===== src/rtl/monitor_loader.sv =====
// rtl/monitor_loader.sv - boot-time Wishbone copy engine filling the monitor RAM from boot flash
module monitor_loader #(
    parameter logic [31:0] SRC_BASE = 32'h0000_0000,
    parameter logic [31:0] DST_BASE = 32'h0000_0000,
    parameter int          WORDS    = 512,
    parameter int          TIMEOUT  = 255
) (
    input  logic        sys_clk,
    input  logic        sys_rst_n,
    input  logic        start,
    output logic [31:0] src_adr_o,
    input  logic [31:0] src_dat_i,
    output logic        src_cyc_o,
    output logic        src_stb_o,
    input  logic        src_ack_i,
    output logic [31:0] dst_adr_o,
    output logic [31:0] dst_dat_o,
    output logic [3:0]  dst_sel_o,
    output logic        dst_cyc_o,
    output logic        dst_stb_o,
    output logic        dst_we_o,
    input  logic        dst_ack_i,
    output logic        write_lock,
    output logic        cpu_rst,
    output logic        busy,
    output logic        done,
    output logic        error
);

    localparam int CW = $clog2(WORDS) + 1;

    typedef enum logic [2:0] {
        S_IDLE,
        S_READ,
        S_WRITE,
        S_DONE,
        S_ERROR
    } state_t;

    state_t        state;
    state_t        state_next;
    logic [CW-1:0] cnt;
    logic [15:0]   tcnt;
    logic [31:0]   data_q;
    logic          last_word;
    logic          timed_out;

    assign last_word = (cnt == CW'(WORDS - 1));
    assign timed_out = (tcnt == 16'(TIMEOUT));

    // An ack in the same cycle as the timeout wins over the timeout.
    always_comb begin
        state_next = state;
        case (state)
            S_IDLE, S_DONE, S_ERROR: begin
                if (start) state_next = S_READ;
            end
            S_READ: begin
                if (src_ack_i)      state_next = S_WRITE;
                else if (timed_out) state_next = S_ERROR;
            end
            S_WRITE: begin
                if (dst_ack_i)      state_next = last_word ? S_DONE : S_READ;
                else if (timed_out) state_next = S_ERROR;
            end
            default: state_next = S_IDLE;
        endcase
    end

    always_ff @(posedge sys_clk or negedge sys_rst_n) begin
        if (!sys_rst_n) state <= S_IDLE;
        else            state <= state_next;
    end

    always_ff @(posedge sys_clk or negedge sys_rst_n) begin
        if (!sys_rst_n) begin
            cnt    <= '0;
            tcnt   <= '0;
            data_q <= '0;
        end else begin
            if (state_next != state)
                tcnt <= '0;
            else if (state == S_READ || state == S_WRITE)
                tcnt <= tcnt + 16'd1;

            // The word counter is left untouched in ERROR so the failing index stays visible.
            case (state)
                S_IDLE, S_DONE, S_ERROR: begin
                    if (start) cnt <= '0;
                end
                S_READ: begin
                    if (src_ack_i) data_q <= src_dat_i;
                end
                S_WRITE: begin
                    if (dst_ack_i && !last_word) cnt <= cnt + 1'b1;
                end
                default: ;
            endcase
        end
    end

    assign src_adr_o  = SRC_BASE + (32'(cnt) << 2);
    assign dst_adr_o  = DST_BASE + (32'(cnt) << 2);
    assign dst_dat_o  = data_q;
    assign dst_sel_o  = 4'hF;
    assign src_cyc_o  = (state == S_READ);
    assign src_stb_o  = (state == S_READ);
    assign dst_cyc_o  = (state == S_WRITE);
    assign dst_stb_o  = (state == S_WRITE);
    assign dst_we_o   = (state == S_WRITE);
    assign busy       = (state == S_READ) || (state == S_WRITE);
    assign write_lock = !busy;
    assign cpu_rst    = (state != S_DONE);
    assign done       = (state == S_DONE);
    assign error      = (state == S_ERROR);

endmodule


===== config.mk =====
export PLATFORM = sky130hd
export DESIGN_NAME = monitor_loader
export DESIGN_NICKNAME = d
export VERILOG_FILES = /design/src/rtl/monitor_loader.sv
export SDC_FILE = /design/constraint.sdc
export NUM_CORES = 1
export LEC_CHECK = 0
export ABC_AREA = 1
export CAP_MARGIN = 20
export CORE_ASPECT_RATIO = 0.6
export CORE_MARGIN = 5
export CORE_UTILIZATION = 46
export CTS_CLUSTER_SIZE = 14
export DETAILED_ROUTE_END_ITERATION = 12
export GPL_TIMING_DRIVEN = 0
export PLACE_DENSITY_LB_ADDON = 0.3
export SYNTH_ARGS = -nofsm -noshare
export SYNTH_HDL_FRONTEND = slang
export SYNTH_SLANG_ARGS = --single-unit

===== constraint.sdc =====
create_clock -name sys_clk -period 2.3 [get_ports sys_clk]
set_input_delay 0.23 -clock sys_clk [delete_from_list [all_inputs] [get_ports sys_clk]]
set_output_delay 0.23 -clock sys_clk [all_outputs]
set_load 0.005 [all_outputs]

==> metrics.yaml <==
routing:
  ant_nets: 0
  drcViolationCount: 0
  via_per_inst: 4.29
  wl_um: 8580
  routedWlPerCell_um: 12.6
  dr.pass1.iters: 4
  via_count: 2927
  drt_iter0_drc: 135
sta:
  fin_crit_ns: 2.10
  hold_violations: 0
  fmaxAchievable_ghz: 0.476
  worst_pin_slew_ns: 0.596
  fin_worst_skew_ns: 0.00918
  rsz0062_at_grt: "no"
  post-route-period-util_pct: 91.3
  drv_slew: 0
  setup_viol: 0
  slew_headroom_pct: 60.2
synth:
  ys_ff_latch: 61
  synth_top_area_share_pct: 44.9
  synth_commonest_cells: "nand2_1 (144), buf_4 (61), dfrtp_1 (61)"
  yosysMostFrequentCell: "nand2_1"
  synthCells: 416
  synth_edf_count: 0
  netlist.top_cell.by_area: "dfrtp_1"
  synthesis.area_um2: 3400
  async_reset_ff_share_pct: 100
  ys_seq_area_share_pct: 44.9
  yosys_warnings: 0
  postSynthAreaPerCell_um2: 8.17
  synth-main-ff-cell: "dfrtp_1"
  ys_types: 28
  synth_area_leaders: "dfrtp_1 (45%), nand2_1 (16%), buf_4 (13%)"
grt:
  top_usage_layer: "met2"
  grt_antenna_before_repair: 0
  use_met1_pct: 23.2
  grt_pass1_wl_um: 14200
  grt_max_degree: 37
  overflow: 0
  grt_use_total_pct: 19.2
  first_global_vias: 2931
  met2_usage_pct: 31.1
  met3_usage_pct: 9.57
floorplanning:
  dieArea_um2: 9260
  die_w_um: 121
  std_cell_rows: 24
  fp.dieH_um: 76.6
  core_area_um2: 7240
  ioPinCount: 147
  start_util_pct: 47.0
critical_path:
  startpoint: "state[0]"
  arrival_ns: 1.87
  timing.rr.start: "tcnt[1]"
  cp-end-kind: "output pin"
  path_max_fanout: 9
  setup.worst_path.start_class: "flop"
  crit_required_ns: 2.07
  crit_type: "reg -> out"
clocking:
  cts_resized: 0
  clock_latency_ns: 0.33
  cts_htree_levels: 3
  numClockSinks: 61
  clk_pin_slew_ns: 0.06
  post-cts-setup-buffers: 0
  ctsHoldBuffers: 1
  clockRootBuffer: "clkbuf_16"
  cts_tree: "done"
  numCtsBuffers: 9
  cts_max_path_buffers: 2
power_and_ir_drop:
  p_leak_nw: 2.47
  p_int_mw: 3.41
  seq_power_share_pct: 30.3
  swShare_pct: 34.0
  ir_drop_mv: 0.701
  comb_power_share_pct: 41.4
  switchingPower_mw: 1.76
  totalPowerFinal_mw: 5.17
  pwr-share-clk_pct: 28.4
  power.density_nw_per_um2: 1030
finish:
  area_growth_pct: 48.1
  final_util_pct: 69.6
  diodes: 0
  final_nets: 612
  final_layout_size_suffix_gt1_share_pct: 19.9
placed_design:
  gp_congestion: 0.883
  io_buffers: 98
  dp_hpwl_um: 6570
run_status:
  status: "finished, final reports clean"
job:
  maxCapViolations: 0
min_path:
  min_path_type: "in -> reg"
  hp-start: "src_dat_i[17]"
==> final timing paths <==
path | to | slack [ns] | cells past startpoint
setup / recovery | dst_stb_o | 0.20 | 5
hold / removal | dst_dat_o[17] | 0.43 | 3
setup reg to reg | tcnt[14] | 0.41 | 11
hold reg to reg | dst_dat_o[26] | 0.47 | 2
max in group asynchronous | tcnt[10] | 1.26 | 3
min in group asynchronous | dst_dat_o[13] | 0.44 | 2
==> registers in the layout (all words and copies together) (netlist names) <==
name,flops
tcnt,16
state,3
dst_dat_o,32
cnt,10
==> layout make-up <==
type | instances | area [um^2]
well taps | 104 | 130
multi-input cells | 301 | 1430
clock buffers | 11 | 243
fillers | 591 | 2200
flip-flops and latches | 61 | 1530
plain buffers | 69 | 497
clock inverters | 5 | 83.8
inverters | 31 | 116
repair buffers | 100 | 1010
==> cells by family after synthesis <==
logic type	synth area share, %
multiplexers	0.295
flip-flops	44.9
AO/OA/AOI/OAI	3.28
other	0.221
buffers and inverters	18.0
AND/OR/NAND/NOR	27.9
XOR/XNOR	4.64
adder cells (fa/ha/maj)	0.736
==> per-layer routing <==
layer  part of all wire, %  up-vias
met5                     0        -
met4                  0.43        0
met3                    10        5
met2                    48      106
met1                    41     1337
li1                      -     1479
==> per-stage QoR <==
stage	setup TNS [ns]	setup WS, ns	cells	hold slack (ns)	cell area [um^2]
final	0	0.201	682	0.426	5030
after detailed placement	0	0.451	665	0.269	4700
after global placement	-58.61	-0.964	664	0.454	4680
after CTS	0	0.198	682	0.423	5030
after floorplan	0	0.700	462	-0.0656	3570
after global routing	0	0.125	682	0.429	5030
==> critical path: stages, from the launching register on <==
cell and delay [ns]:
dfrtp_1 0.41, inv_2 0.14, nand3_4 0.17, inv_2 0.19, buf_4 0.13, clkdlybuf4s50_1 0.49
==> cell usage in the layout, fill, tap and decap left out, drive strengths merged, types with 2 or more instances in the layout <==
| cell type | n |
|---|---|
| conb | 48 |
| o21ai | 8 |
| xnor2 | 6 |
| buf | 65 |
| clkinvlp | 2 |
| xor2 | 12 |
| nor2 | 41 |
| bufinv | 2 |
| o31ai | 5 |
| a21oi | 5 |
| nor3 | 4 |
| inv | 31 |
| clkdlybuf4s50 | 97 |
| nand4 | 3 |
| ha | 2 |
| clkbuf | 17 |
| nand3 | 16 |
| nand2 | 149 |
| dfrtp | 61 |
==> power by group through the flow <==
stage                     clock (mW)  sequential [mW]  combinational [mW]
final                           1.47             1.56                2.14
after global routing            1.54             1.61                2.37
after CTS                       1.48             1.57                2.16
after detailed placement           0             1.57                2.14
after global placement             0             1.56                2.09
after floorplan                    0             1.58                1.03
Power figures use the tool's default switching activity.
